===== src/rtl/sram_like_arbiter_if.sv =====
// One SRAM-like link: request fields flow master->slave, handshakes and read data flow back.
// The arbiter is the slave of each requester link and the master of the shared bus link.
interface sram_like_arbiter_if;
    logic        req;
    logic        wr;
    logic [1:0]  size;
    logic [31:0] addr;
    logic [31:0] wdata;
    logic        addr_ok;
    logic        data_ok;
    logic [31:0] rdata;

    modport master (
        output req, wr, size, addr, wdata,
        input  addr_ok, data_ok, rdata
    );

    modport slave (
        input  req, wr, size, addr, wdata,
        output addr_ok, data_ok, rdata
    );
endinterface


===== src/rtl/sram_like_arbiter.sv =====
// Shares one SRAM-like master port between the inst and data requesters, one transaction at a time.
// A pipeline flush lets the bus transaction finish but hides its handshakes from the requester.
module sram_like_arbiter #(
    parameter bit ROUND_ROBIN = 1'b0
) (
    input  logic                       clk,
    input  logic                       rst,
    input  logic                       flush,
    sram_like_arbiter_if.slave         inst,
    sram_like_arbiter_if.slave         data,
    sram_like_arbiter_if.master        m,
    output logic                       busy,
    output logic                       owner
);

    typedef enum logic [1:0] {
        IDLE = 2'd0,
        ADDR = 2'd1,
        DATA = 2'd2
    } state_t;

    state_t      state;
    state_t      state_next;

    logic        owner_q;
    logic        last_grant;
    logic        drop;
    logic        m_wr_q;
    logic [1:0]  m_size_q;
    logic [31:0] m_addr_q;
    logic [31:0] m_wdata_q;

    logic        grant;
    logic        winner;
    logic        accept_ok;
    logic        resp_ok;

    // Winner selection: 1 = data, 0 = inst; flush blocks any new grant in IDLE.
    always_comb begin
        grant  = 1'b0;
        winner = 1'b0;
        if ((state == IDLE) && !flush && (inst.req || data.req)) begin
            grant = 1'b1;
            if (inst.req && data.req) begin
                winner = ROUND_ROBIN ? ~last_grant : 1'b1;
            end else begin
                winner = data.req;
            end
        end
    end

    always_ff @(posedge clk or posedge rst) begin
        if (rst) begin
            state <= IDLE;
        end else begin
            state <= state_next;
        end
    end

    always_comb begin
        state_next = state;
        case (state)
            IDLE:    if (grant)     state_next = ADDR;
            ADDR:    if (m.addr_ok) state_next = DATA;
            DATA:    if (m.data_ok) state_next = IDLE;
            default:                state_next = IDLE;
        endcase
    end

    // Latched request fields are zeroed once the address phase is accepted.
    always_ff @(posedge clk or posedge rst) begin
        if (rst) begin
            owner_q    <= 1'b0;
            last_grant <= 1'b0;
            drop       <= 1'b0;
            m_wr_q     <= 1'b0;
            m_size_q   <= 2'd0;
            m_addr_q   <= 32'd0;
            m_wdata_q  <= 32'd0;
        end else begin
            if (grant) begin
                owner_q    <= winner;
                last_grant <= winner;
                drop       <= 1'b0;
                m_wr_q     <= winner ? data.wr    : inst.wr;
                m_size_q   <= winner ? data.size  : inst.size;
                m_addr_q   <= winner ? data.addr  : inst.addr;
                m_wdata_q  <= winner ? data.wdata : inst.wdata;
            end else if ((state == ADDR) && m.addr_ok) begin
                m_wr_q     <= 1'b0;
                m_size_q   <= 2'd0;
                m_addr_q   <= 32'd0;
                m_wdata_q  <= 32'd0;
            end
            if ((state != IDLE) && flush) begin
                drop <= 1'b1;
            end
        end
    end

    always_comb begin
        m.req   = (state == ADDR);
        m.wr    = m_wr_q;
        m.size  = m_size_q;
        m.addr  = m_addr_q;
        m.wdata = m_wdata_q;

        accept_ok = (state == ADDR) && m.addr_ok && !drop && !flush;
        resp_ok   = (state == DATA) && m.data_ok && !drop && !flush;

        inst.addr_ok = accept_ok && !owner_q;
        data.addr_ok = accept_ok &&  owner_q;
        inst.data_ok = resp_ok   && !owner_q;
        data.data_ok = resp_ok   &&  owner_q;
        inst.rdata   = (resp_ok && !owner_q) ? m.rdata : 32'd0;
        data.rdata   = (resp_ok &&  owner_q) ? m.rdata : 32'd0;

        busy  = (state != IDLE);
        owner = owner_q;
    end

endmodule


===== src/flat_wrapper.sv =====
// flat-port wrapper written by rule: the top's interface ports become plain ports
module sram_like_arbiter_flat 
#(
    parameter bit ROUND_ROBIN = 1'b0
)
  (clk, rst, flush, busy, owner, inst_req, inst_wr, inst_size, inst_addr, inst_wdata, inst_addr_ok, inst_data_ok, inst_rdata, data_req, data_wr, data_size, data_addr, data_wdata, data_addr_ok, data_data_ok, data_rdata, m_req, m_wr, m_size, m_addr, m_wdata, m_addr_ok, m_data_ok, m_rdata);
  sram_like_arbiter_if inst_i ();
  sram_like_arbiter_if data_i ();
  sram_like_arbiter_if m_i ();
  input  logic clk;
  input  logic rst;
  input  logic flush;
  output logic busy;
  output logic owner;
  input wire logic [$bits(inst_i.req)-1:0] inst_req;
  input wire logic [$bits(inst_i.wr)-1:0] inst_wr;
  input wire logic [$bits(inst_i.size)-1:0] inst_size;
  input wire logic [$bits(inst_i.addr)-1:0] inst_addr;
  input wire logic [$bits(inst_i.wdata)-1:0] inst_wdata;
  output wire logic [$bits(inst_i.addr_ok)-1:0] inst_addr_ok;
  output wire logic [$bits(inst_i.data_ok)-1:0] inst_data_ok;
  output wire logic [$bits(inst_i.rdata)-1:0] inst_rdata;
  input wire logic [$bits(data_i.req)-1:0] data_req;
  input wire logic [$bits(data_i.wr)-1:0] data_wr;
  input wire logic [$bits(data_i.size)-1:0] data_size;
  input wire logic [$bits(data_i.addr)-1:0] data_addr;
  input wire logic [$bits(data_i.wdata)-1:0] data_wdata;
  output wire logic [$bits(data_i.addr_ok)-1:0] data_addr_ok;
  output wire logic [$bits(data_i.data_ok)-1:0] data_data_ok;
  output wire logic [$bits(data_i.rdata)-1:0] data_rdata;
  output wire logic [$bits(m_i.req)-1:0] m_req;
  output wire logic [$bits(m_i.wr)-1:0] m_wr;
  output wire logic [$bits(m_i.size)-1:0] m_size;
  output wire logic [$bits(m_i.addr)-1:0] m_addr;
  output wire logic [$bits(m_i.wdata)-1:0] m_wdata;
  input wire logic [$bits(m_i.addr_ok)-1:0] m_addr_ok;
  input wire logic [$bits(m_i.data_ok)-1:0] m_data_ok;
  input wire logic [$bits(m_i.rdata)-1:0] m_rdata;
  assign inst_i.req = inst_req;
  assign inst_i.wr = inst_wr;
  assign inst_i.size = inst_size;
  assign inst_i.addr = inst_addr;
  assign inst_i.wdata = inst_wdata;
  assign inst_addr_ok = inst_i.addr_ok;
  assign inst_data_ok = inst_i.data_ok;
  assign inst_rdata = inst_i.rdata;
  assign data_i.req = data_req;
  assign data_i.wr = data_wr;
  assign data_i.size = data_size;
  assign data_i.addr = data_addr;
  assign data_i.wdata = data_wdata;
  assign data_addr_ok = data_i.addr_ok;
  assign data_data_ok = data_i.data_ok;
  assign data_rdata = data_i.rdata;
  assign m_req = m_i.req;
  assign m_wr = m_i.wr;
  assign m_size = m_i.size;
  assign m_addr = m_i.addr;
  assign m_wdata = m_i.wdata;
  assign m_i.addr_ok = m_addr_ok;
  assign m_i.data_ok = m_data_ok;
  assign m_i.rdata = m_rdata;
  sram_like_arbiter #(.ROUND_ROBIN(ROUND_ROBIN)) u_core (.clk(clk), .rst(rst), .flush(flush), .inst(inst_i), .data(data_i), .m(m_i), .busy(busy), .owner(owner));
endmodule

===== config.mk =====
export PLATFORM = sky130hd
export DESIGN_NAME = sram_like_arbiter_flat
export DESIGN_NICKNAME = d
export VERILOG_FILES = /design/src/rtl/sram_like_arbiter_if.sv /design/src/rtl/sram_like_arbiter.sv /design/src/flat_wrapper.sv
export SDC_FILE = /design/constraint.sdc
export NUM_CORES = 1
export LEC_CHECK = 0
export ABC_CLOCK_PERIOD_IN_PS = 6000
export CORE_AREA = 2 2 120 122
export CTS_BUF_LIST = sky130_fd_sc_hd__clkbuf_4
export DETAILED_ROUTE_END_ITERATION = 6
export DIE_AREA = 0 0 122 124
export PLACE_DENSITY = 0.72
export SYNTH_ARGS = -nofsm -noshare
export SYNTH_HDL_FRONTEND = slang
export SYNTH_SLANG_ARGS = --single-unit

===== constraint.sdc =====
create_clock -name clk -period 6 [get_ports clk]
set_input_delay 1.2 -clock clk [delete_from_list [all_inputs] [get_ports clk]]
set_output_delay 1.2 -clock clk [all_outputs]
set_load 0.02 [all_outputs]

== After elaboration in Yosys (flattened, before gate mapping) ==
Cells that the tools add are included.

* Output and inout bits: 138
* Register bits after elaboration: 71

* Reductions and logical operators: 23
* Mux-type cells: 22
* Eq/ne operators: 5

{| class="wikitable"
|+ Operators by type and width
! operator !! count
|-
| 32-bit 2-to-1 mux || 7
|-
| 1-bit logical AND || 14
|-
| 2-bit 2-to-1 mux || 6
|-
| 1-bit 2-to-1 mux || 8
|-
| 2-bit case mux with 3 select lines || 1
|-
| 2-bit nonzero test || 3
|-
| 2-bit by 1-bit inequality test with 1-bit output, second input constant || 2
|-
| 1-bit logical NOT || 3
|-
| 3-bit AND reduction || 1
|-
| 2-bit by 1-bit == test with 1-bit output, second input constant || 1
|-
| 2-bit == test, second input constant || 1
|-
| 2-bit logical NOT || 1
|-
| 2-bit inequality test, second input constant || 1
|-
| 1-bit logical OR || 1
|}

== Depth between registers and ports, before layout ==
Gate-level depths: netlist of run 1.

* Depth after elaboration: 6
* Gate-level depth with buffers: 6
* Gate-level depth less buffers: 3

== Worst setup path before layout of run 1 ==
OpenSTA, ideal clock, no wires.

* Path kind: in2out
* Start: in flush
* End: out inst_rdata[22]
* Arrival: 2.328 ns
* Cell stages on the path: 4
* Slack: 2.472 ns
* Cells stage by stage: or2_2 nor4_4 buf_2 and2_1

* Word-level cells in the longest chain between the ends: 4

{| class="wikitable"
|+ Ends and longest elaborated chain
! element !! RTL line !! source
|-
| start: declaration || flat_wrapper.sv:12 || <nowiki>input logic flush;</nowiki>
|-
| 1-bit logical NOT || sram_like_arbiter.sv:109 || <nowiki>resp_ok = (state == DATA) && m.data_ok && !drop && !flush;</nowiki>
|-
| 1-bit logical AND || sram_like_arbiter.sv:109 ||
|-
| 1-bit logical AND || n/a ||
|-
| via inst_data_ok || flat_wrapper.sv:21 || <nowiki>output wire logic [$bits(inst_i.data_ok)-1:0] inst_data_ok;</nowiki>
|-
| 32-bit 2-to-1 mux || sram_like_arbiter.sv:115 || <nowiki>inst.rdata = (resp_ok && !owner_q) ? m.rdata : 32'd0;</nowiki>
|-
| end: declaration || flat_wrapper.sv:22 || <nowiki>output wire logic [$bits(inst_i.rdata)-1:0] inst_rdata;</nowiki>
|}

The timed path passes the listed nets, and every way through them passes these cells.

== Worst setup path after layout of run 1 ==
* Start: in flush
* End: out data_rdata[16]

* Word-level cells in the longest chain between the ends: 4

{| class="wikitable"
|+ Ends and longest elaborated chain
! element !! RTL line !! source
|-
| 1-bit logical NOT || sram_like_arbiter.sv:109 ||
|-
| 1-bit logical AND || sram_like_arbiter.sv:109 ||
|-
| 1-bit logical AND || sram_like_arbiter.sv:116 || <nowiki>data.rdata = (resp_ok && owner_q) ? m.rdata : 32'd0;</nowiki>
|-
| 32-bit 2-to-1 mux || sram_like_arbiter.sv:116 ||
|-
| end: declaration || flat_wrapper.sv:30 || <nowiki>output wire logic [$bits(data_i.rdata)-1:0] data_rdata;</nowiki>
|}

Every way passes these cells.

==> parameters.txt, run 1 <==
Parameter                              Value

Placed design
  Port bufs    310
  Final RePlAce weighted congestion    0.806
  HPWL after DPL    11800 um
  Setup slack after placement    1.45 ns
  Dpl cell area    7300 sq um
  Placed Cells incl. Taps    853

Clocking
  Maximum root-to-sink buffer count    2
  CTS Buf Count    9
  Number of buffers inserted by post-CTS setup repair    0
  Clock tree from TritonCTS    built
  Clock-pin slew on the worst setup and hold paths    0.12 ns
  Number of buffers added to fix hold violations after cts    0
  TritonCTS Sinks    71
  Clock H-tree levels    3
  Root buffer selected by CTS    clkbuf_4
  Clock latency of the later-clocked register in the worst-skew pair    0.41 ns
  Cells resized by post-CTS repair    0

Hold path
  Startpoint of the worst hold path    u_core.drop
  Worst min path class    flop to flop

Floorplan
  Initial core utilization    29.9%
  Placement Rows    43
  Number of placed I/O pins    311
  Die boundary height    124 um
  Area of the die    15100 sq um
  Chip width    122 um
  Total core area    13700 sq um

Pwr
  Pleak    3.22 nW
  Worst IR drop on VDD    196 uV
  Ratio of total power to cell area    336 nW/um^2
  Final Total Pwr    2.51 mW

Timing
  Part of the cycle the worst path needs    75.6%
  Pin slew with the least headroom to its limit    0.838 ns
  Achievable frequency    220 MHz
  Setup repair after global routing missed its margin    no
  Worst-case setup margin in the final layout    1.46 ns
  Setup clock skew after layout    0.0117 ns
  Number of pins exceeding their max-slew limit in the final report    0
  Period minus WS final    4.54 ns
  Worst Hold Slack    0.514 ns
  Setup Total Neg Slack    0 ns
  Endpoints failing hold    0
  Headroom to the max-slew limit    44.2%
  Final setup violating endpoints    0

Worst setup path
  Launching element type of the critical path    input pin
  Start-to-end type of the worst setup path    input pin to output pin
  Worst setup path start    flush
  Reg-to-Reg Start    u_core.state[0]
  WP data arrival    3.34 ns
  Worst setup EP type    output pin
  Critical path data required time    4.80 ns
  Maximum fanout count along the critical path    33

Finish
  Post-route non-filler standard cell count    872
  Total non-filler cell area in the finished layout    7460 sq um
  Utilization after layout    54.4%
  Net count, final    857
  Share of post-route cells with drive strength above 1    4.35%
  Area growth syn-to-layout    81.8%

GRT
  Number of antenna violations at the first check in global routing    3
  Largest net degree at the start of global routing    69
  Via count of the first global-routing pass    3951
  Global-route wire length before repair    21300 um
  Global route overflow    0
  Global-route usage over all layers    18.6%

Logic synthesis
  Syn. warnings    0
  Ranking of synthesized cells by area    dfrtp_1, mux2i_1, and2_1
  Leading area contributor after synthesis    dfrtp_1
  Distinct cells, synth    23
  #FFs+latches synth    71
  Top cell type's share of synthesized area    43.3%
  Sequential fraction of the synthesis area    43.3%
  Post-synthesis instance area    4100 sq um
  Gate count of the mapped netlist    385
  Avg Cell Area, Syn    10.7 sq um
  Net Count, Synth    558

Run status
  Result of the run    finished, final reports clean

Detailed routing
  Number of design-rule violations left by the first detailed-router iteration    93
  Via count    3947
  Number of optimization iterations in the first detailed-route pass    4
  Residual DRC count    0
  Via-per-instance ratio    4.53
  Final antenna-violating net count    0
  Final Routed Wirelength    14600 um
  Wire length per cell after detailed routing    16.7 um

Flow run
  Max cap viols    0
-- sequential cells by signal, summed over array words and instances, names as in the netlist --
name	count
u_core.m.addr	32
u_core.m.wdata	32
u_core.m.size	2
u_core.state	2
u_core.drop	1
u_core.m.wr	1
u_core.owner	1
-- critical path, cell delays in order --
cell	delay, ns
clkdlybuf4s50_1	0.47
or2_2	0.37
nor4_4	0.22
buf_4	0.29
and2_1	0.17
clkdlybuf4s50_1	0.62
-- power by group --
| part | internal [mW] | switching [mW] |
|---|---|---|
| registers | 0.698 | 0.132 |
| logic | 0.676 | 0.691 |
| clock network | 0.134 | 0.179 |
-- area by class of cell --
cell class / count / area (sq um)
diodes: 3 / 7.51
clock buffers: 10 / 75.1
clock inverters: 6 / 71.3
fillers: 1257 / 6260
inverters: 3 / 11.3
multi-input cells: 282 / 2140
flip-flops and latches: 71 / 1780
well taps: 180 / 225
repair buffers: 317 / 3150
-- logic make-up after synthesis --
group	share of synthesized area (%)
and+or+nand+nor	18.5
muxes	33.1
DFF	43.3
buffers and inverters	4.70
AOI/OAI and AO/OA	0.427
-- layout by cell type (no fill, tap or decap), drive strengths merged, types with 2 or more instances in the layout --
cell and count:
clkdlybuf4s50 309, mux2i 134, dfrtp 71, nand2 68, and2 64, clkbuf 10, buf 8, diode 3
clkinv 3, inv 3, nor3 3, nor2 2, nor4 2, clkinvlp 2, or2 2
-- final timing paths --
check / to / slack, ns / cells after the start
worst min register to register: u_core.drop / 0.51 / 2
worst max-delay path: data_rdata[16] / 1.46 / 6
worst max register to register: u_core.m.addr[26] / 3.52 / 5
worst min-delay path: u_core.drop / 0.51 / 2
min in group asynchronous: u_core.m.addr[10] / 1.25 / 2
max in group asynchronous: u_core.m.addr[31] / 3.78 / 3
-- cells in the mapped netlist --
library cell and count:
mux2i_1 134, buf_12 1, o21ai_0 1, nor3_1 2
nor2b_1 1, nor3_2 1, a21o_1 1, clkbuf_1 15
nor2_1 2, nor4_4 2, inv_1 3, and2_1 64
or2_2 1, nand3b_1 1, nand2b_1 1, dfrtp_1 71
buf_2 6, nand2_1 68, a21oi_1 1, buf_6 6
buf_4 1, or2_1 1, mux2_4 1
-- routing by layer --
layer	routed length, um	vias to the layer above	track usage [%]
met1	5370	1840	20.4
met3	1470	19	6.64
met5	0	-	0
li1	-	1893	-
met2	7450	195	33.6
met4	273	0	5.82
Power figures use the tool's default switching activity.
==> run 2: changes to the inputs <==
Settings changed: ABC_CLOCK_PERIOD_IN_PS 6000 to 4650, CORE_AREA 2 2 120 122 to 2 2 122 124, DIE_AREA 0 0 122 124 to 0 0 124 126, PLACE_DENSITY 0.72 to 0.7.
Clock period 6 ns to 4.65 ns, I/O delays scaled along.
==> parameters.txt, run 2 (same netlist as run 1, synthesis figures left out) <==
Parameter                              Value

Clocking
  Clock-pin slew on the worst setup and hold paths    0.11 ns (about the same)
  CTS Buf Count    9 (unchanged)
  Cells resized by post-CTS repair    0 (unchanged)
  Clock latency of the later-clocked register in the worst-skew pair    0.42 ns (about the same)
  Clock H-tree levels    3 (unchanged)
  Root buffer selected by CTS    clkbuf_4
  Number of buffers inserted by post-CTS setup repair    0 (unchanged)
  Number of buffers added to fix hold violations after cts    0 (unchanged)
  TritonCTS Sinks    71 (unchanged)
  Clock tree from TritonCTS    built
  Maximum root-to-sink buffer count    2 (unchanged)

Hold path
  Worst min path class    flop to flop
  Startpoint of the worst hold path    u_core.drop

Worst setup path
  WP data arrival    3.09 ns (-0.25 ns)
  Maximum fanout count along the critical path    33 (unchanged)
  Highest cell delay on the worst timing path    0.61 ns (about the same)
  Launching element type of the critical path    input pin
  Reg-to-Reg Start    u_core.state[0]
  Crit path top cell by count    clkdlybuf4s50_1
  Critical path data required time    3.72 ns (-1.08 ns)
  Worst setup EP type    output pin
  CP cell instances    clkdlybuf4s50_1 -> or2_2 -> nor4_4 -> buf_4 -> and2_1 -> clkdlybuf4s50_1
  Worst setup path start    flush
  Slowest library cell on the worst path    clkdlybuf4s50_1
  Depth of the most critical reg-to-reg path    4 (-1)
  Worst R2R End    u_core.owner
  CP Capture Point    inst_rdata[17]
  Start-to-end type of the worst setup path    input pin to output pin
  Slack of the worst reg-to-reg path    2.62 ns (-0.90 ns)

Timing
  Setup Total Neg Slack    0 ns (unchanged)
  Part of the cycle the worst path needs    86.4%
  Number of pins exceeding their max-slew limit in the final report    0 (unchanged)
  Achievable frequency    249 MHz
  Pin slew with the least headroom to its limit    0.859 ns (+0.0215 ns)
  Setup repair after global routing missed its margin    no
  Period minus WS final    4.02 ns
  Headroom to the max-slew limit    42.6% (-1.5 points)
  Worst-case setup margin in the final layout    0.632 ns (-0.831 ns)
  Endpoints failing hold    0 (unchanged)
  Setup clock skew after layout    0.0170 ns (+0.00525 ns)
  Final setup violating endpoints    0 (unchanged)

Finish
  Fill count    1269 (+0.95%)
  Area used by multi-input combinational logic    2140 sq um (unchanged)
  Net count, final    857 (unchanged)
  Sequential Area    1780 sq um (unchanged)
  Share of post-route cells with drive strength above 1    4.21% (-0.15 points)
  Post-route non-filler standard cell count    877 (+0.57%)
  Most common cell after layout, fill and taps aside    clkdlybuf4s50_1
  Area growth syn-to-layout    81.7%
  Most used cells in the layout excluding fill and tap cells    clkdlybuf4s50_1, mux2i_1, dfrtp_1, nand2_1, and2_1
  Utilization after layout    52.1% (-2.3 points)

Flow run
  Max cap viols    0 (unchanged)

Pwr
  Total internal power    1.93 mW (+28%)
  Pleak    3.22 nW (-0.11%)
  Ratio of total power to cell area    432 nW/um^2 (+28%)
  Psw    1.29 mW (+28%)
  Share of power burned in the clock network    11.9% (-0.6 points)
  Net switching fraction of the power    40.0% (about the same)
  Relative contribution of sequential cells to total power    33.3% (+0.2 points)
  Worst IR drop on VDD    205 uV (+4.7%)
  Power share of the combinational group    54.8% (+0.3 points)

Floorplan
  Placement Rows    44 (+2.3%)
  Area of the die    15600 sq um (+3.3%)
  Chip width    124 um (+1.6%)
  Die boundary height    126 um (+1.6%)
  Number of placed I/O pins    311 (unchanged)
  Total core area    14300 sq um (+4.3%)
  Initial core utilization    28.7% (-1.2 points)

Placed design
  Setup slack after placement    0.631 ns (-0.817 ns)
  Final RePlAce weighted congestion    0.739 (-8.3%)
  HPWL after DPL    11700 um (-1.1%)
  Placed Cells incl. Taps    857 (+0.47%)
  Port bufs    310 (unchanged)

Detailed routing
  Via-per-instance ratio    4.47 (-1.2%)
  Residual DRC count    0 (unchanged)
  Final Routed Wirelength    14600 um (+0.27%)
  Via count    3922 (-0.63%)
  Final antenna-violating net count    0 (unchanged)
  Number of design-rule violations left by the first detailed-router iteration    123 (+32%)
  Wire length per cell after detailed routing    16.6 um (-0.30%)
  Number of optimization iterations in the first detailed-route pass    4 (unchanged)

Run status
  Result of the run    finished, final reports clean

GRT
  Via count of the first global-routing pass    3996 (+1.1%)
  Global-route wire length before repair    21800 um (+2.7%)
  Global-route usage over all layers    18.7% (+0.11 points)
  Number of antenna violations at the first check in global routing    6 (+3)
  Global route overflow    0 (unchanged)
  Largest net degree at the start of global routing    69 (unchanged)
## run 2: cell count changes in the layout (fill, tap and decap cells not counted)
cell | before | now
clkbuf_4 | 10 | 9
clkinv_2 | 0 | 3
clkinv_1 | 0 | 1
diode_2 | 3 | 4
clkinv_4 | 3 | 0
## run 2: worst min-delay path by stage
stage | slack (ns) | depth (start not counted) | to
finish | 0.52 | 2 | u_core.drop
global route | 0.54 | 2 | u_core.drop
CTS | 0.52 | 2 | u_core.drop
detailed placement | 0.49 | 2 | u_core.drop
global placement | 0.48 | 2 | u_core.drop
floorplan | 0.46 | 2 | u_core.drop
## run 2: critical path, delay by kind of cell
family,cells,cell delay (ns)
buf+inv,3,1.39
simple gates,3,0.76
## run 2: metal layers
layer	share of wire, %	GRT usage (%)	vias up
li1	-	-	1895
met2	50	32.7	190
met5	0.18	0	-
met4	1.1	4.96	4
met3	11	7.79	15
met1	37	20.7	1818
## run 2: through the flow
stage	hold WS [ns]	power [mW]	instance area, sq um
detailed placement	0.492	2.87	7310
finish	0.517	3.22	7450
global route	0.537	3.42	7440
global placement	0.479	2.83	7310
floorplan	0.455	1.97	4100
CTS	0.517	3.27	7440
## run 2: power by group through the flow
stage	Combinational, mW	Clock (mW)	Sequential (mW)
after detailed placement	1.79	0	1.08
final	1.76	0.384	1.07
after global routing	1.88	0.429	1.11
after floorplan	0.566	0	1.41
after global placement	1.76	0	1.07
after CTS	1.79	0.401	1.07
## run 2: final cells by class
type | instances | area share [%]
Clock inverter | 7 | 0.856
Multi-Input combinational cell | 282 | 28.7
Sequential cell | 71 | 23.8
Inverter | 3 | 0.151
Tap cell | 184 | 3.09
Antenna cell | 4 | 0.134
Timing Repair Buffer | 317 | 42.3
Clock buffer | 9 | 0.907
==> run 3: changes to the inputs <==
Settings changed: ABC_CLOCK_PERIOD_IN_PS 4650 to 4800, CORE_AREA 2 2 122 124 to 2 2 120 122, DIE_AREA 0 0 124 126 to 0 0 122 124, PLACE_DENSITY 0.7 to 0.72.
Clock period 4.65 ns to 4.8 ns, I/O delays scaled along.
==> parameters.txt, run 3 (same netlist as run 1, synthesis figures left out) <==
Parameter                              Value

Flow run
  Max cap viols    0 (unchanged)

Clocking
  Number of buffers inserted by post-CTS setup repair    0 (unchanged)
  Maximum root-to-sink buffer count    2 (unchanged)
  Clock latency of the later-clocked register in the worst-skew pair    0.42 ns (about the same)
  Clock H-tree levels    3 (unchanged)
  Number of buffers added to fix hold violations after cts    0 (unchanged)
  Cells resized by post-CTS repair    0 (unchanged)
  TritonCTS Sinks    71 (unchanged)
  Root buffer selected by CTS    clkbuf_4
  Clock tree from TritonCTS    built
  Clock-pin slew on the worst setup and hold paths    0.10 ns (about the same)
  CTS Buf Count    9 (unchanged)

Timing
  Endpoints failing hold    0 (unchanged)
  Setup Total Neg Slack    0 ns (unchanged)
  Setup clock skew after layout    0.0189 ns (+0.00189 ns)
  Part of the cycle the worst path needs    85.3%
  Pin slew with the least headroom to its limit    0.986 ns (+0.127 ns)
  Period minus WS final    4.09 ns
  Setup repair after global routing missed its margin    no
  Final setup violating endpoints    0 (unchanged)
  Headroom to the max-slew limit    34.0% (-8.6 points)
  Number of pins exceeding their max-slew limit in the final report    0 (unchanged)
  Achievable frequency    244 MHz

Placed design
  HPWL after DPL    11800 um (+1.4%)
  Final RePlAce weighted congestion    0.808 (+9.3%)
  Port bufs    310 (unchanged)

Pwr
  Total internal power    1.84 mW (-4.7%)
  Power share of the combinational group    55.9% (+1.1 points)
  Final Total Pwr    3.08 mW (-4.3%)
  Worst IR drop on VDD    289 uV (+41%)
  Net switching fraction of the power    40.2% (+0.23 points)
  Relative contribution of sequential cells to total power    33.7% (+0.4 points)
  Ratio of total power to cell area    413 nW/um^2 (-4.3%)
  Psw    1.24 mW (-3.8%)
  Share of power burned in the clock network    10.4% (-1.5 points)
  Pleak    3.22 nW (about the same)

GRT
  Global-route usage over all layers    18.8% (+0.064 points)
  Largest net degree at the start of global routing    69 (unchanged)
  Global route overflow    0 (unchanged)
  GR Layer Usage met2    34.4% (+1.7 points)
  Number of antenna violations at the first check in global routing    3 (-3)
  Met3 global-route usage    6.50% (-1.3 points)
  Global-route wire length before repair    21300 um (-2.6%)
  Fraction of met1 tracks used by global routing    20.2% (-0.49 points)
  Via count of the first global-routing pass    4004 (+0.20%)
  Grt peak-use layer    met2

Floorplan
  Placement Rows    43 (-2.3%)
  Number of placed I/O pins    311 (unchanged)
  Die boundary height    124 um (-1.6%)
  Chip width    122 um (-1.6%)
  Initial core utilization    29.9% (+1.2 points)
  Total core area    13700 sq um (-4.2%)
  Area of the die    15100 sq um (-3.2%)

Worst setup path
  Crit path top cell by count    clkdlybuf4s50_1
  Slack of the worst reg-to-reg path    2.53 ns (-0.09 ns)
  Start-to-end type of the worst setup path    input pin to output pin
  Slowest library cell on the worst path    clkdlybuf4s50_1
  Reg-to-Reg Start    u_core.state[0]
  Highest cell delay on the worst timing path    0.63 ns (+0.02 ns)
  Critical path data required time    3.84 ns (+0.12 ns)
  CP cell instances    clkdlybuf4s50_1 -> or2_2 -> nor4_4 -> buf_4 -> and2_1 -> clkdlybuf4s50_1
  Worst setup EP type    output pin
  Launching element type of the critical path    input pin
  Maximum fanout count along the critical path    33 (unchanged)
  Worst setup path start    flush
  WP data arrival    3.13 ns (+0.04 ns)

Hold path
  Worst min path class    flop to flop
  Startpoint of the worst hold path    u_core.m.addr[2]

Detailed routing
  Via-per-instance ratio    4.48 (+0.24%)
  Via count    3909 (-0.33%)
  Final Routed Wirelength    14500 um (-0.40%)
  Wire length per cell after detailed routing    16.7 um (+0.17%)
  Number of design-rule violations left by the first detailed-router iteration    100 (-19%)
  Number of optimization iterations in the first detailed-route pass    4 (unchanged)
  Final antenna-violating net count    0 (unchanged)
  Residual DRC count    0 (unchanged)

Finish
  Net count, final    857 (unchanged)
  Utilization after layout    54.3% (+2.2 points)
  Most common cell after layout, fill and taps aside    clkdlybuf4s50_1
  Area growth syn-to-layout    81.5% (about the same)
  Most used cells in the layout excluding fill and tap cells    clkdlybuf4s50_1, mux2i_1, dfrtp_1, nand2_1, and2_1
  Share of post-route cells with drive strength above 1    4.06% (-0.15 points)

Run status
  Result of the run    finished, final reports clean
run 3: changes by cell type in the layout (fill, tap and decap cells not counted):
cell and delta:
bufinv_16 -1, clkbuf_4 +2, buf_12 +2, buf_4 -2, clkinvlp_4 -1, clkinv_1 +1
diode_2 -1, clkinv_2 -1
run 3: power groups by stage:
stage	Combinational, mW	Clock (mW)	Sequential (mW)
finish	1.72	0.320	1.04
CTS	1.75	0.339	1.04
detailed placement	1.75	0	1.04
global route	1.84	0.360	1.07
global placement	1.72	0	1.03
floorplan	0.548	0	1.36
run 3: metal layers:
metal  part of all wire (%)  up-vias
met4                    1.7        0
met5                      0        -
li1                       -     1892
met1                     37     1802
met3                     10       15
met2                     51      200
run 3: final cells by class:
cell class                 count  area (sq um)
fill                        1229          6270
timing repair buffer         317          3180
multi-input combinational    282          2140
sequential                    71          1780
tap                          180           225
clock buffer                  11          82.6
clock inverter                 5          25.0
inverter                       3          11.3
antenna                        3          7.51
run 3: path summary, 6_finish.rpt:
kind                                      end  depth (start not counted)
max                            data_rdata[16]                          6
min                          u_core.m.addr[2]                          2
max reg2reg                u_core.m.wdata[28]                          4
min reg2reg                  u_core.m.addr[2]                          2
max in group asynchronous    u_core.m.addr[2]                          3
min in group asynchronous   u_core.m.addr[13]                          2
run 3: critical path: cells and delay by family:
kind                   cells  cell delay (ns)
buffers and inverters      3             1.41
and+or+nand+nor            3             0.77
run 3: through the flow:
step | instance area (sq um) | cells | setup WS [ns] | hold slack [ns]
after floorplan | 4100 | 385 | 1.75 | 0.455
after global placement | 7330 | 853 | 0.774 | 0.476
after detailed placement | 7330 | 853 | 0.701 | 0.516
after CTS | 7440 | 869 | 0.690 | 0.536
after global routing | 7440 | 870 | 0.608 | 0.553
final | 7440 | 872 | 0.706 | 0.530
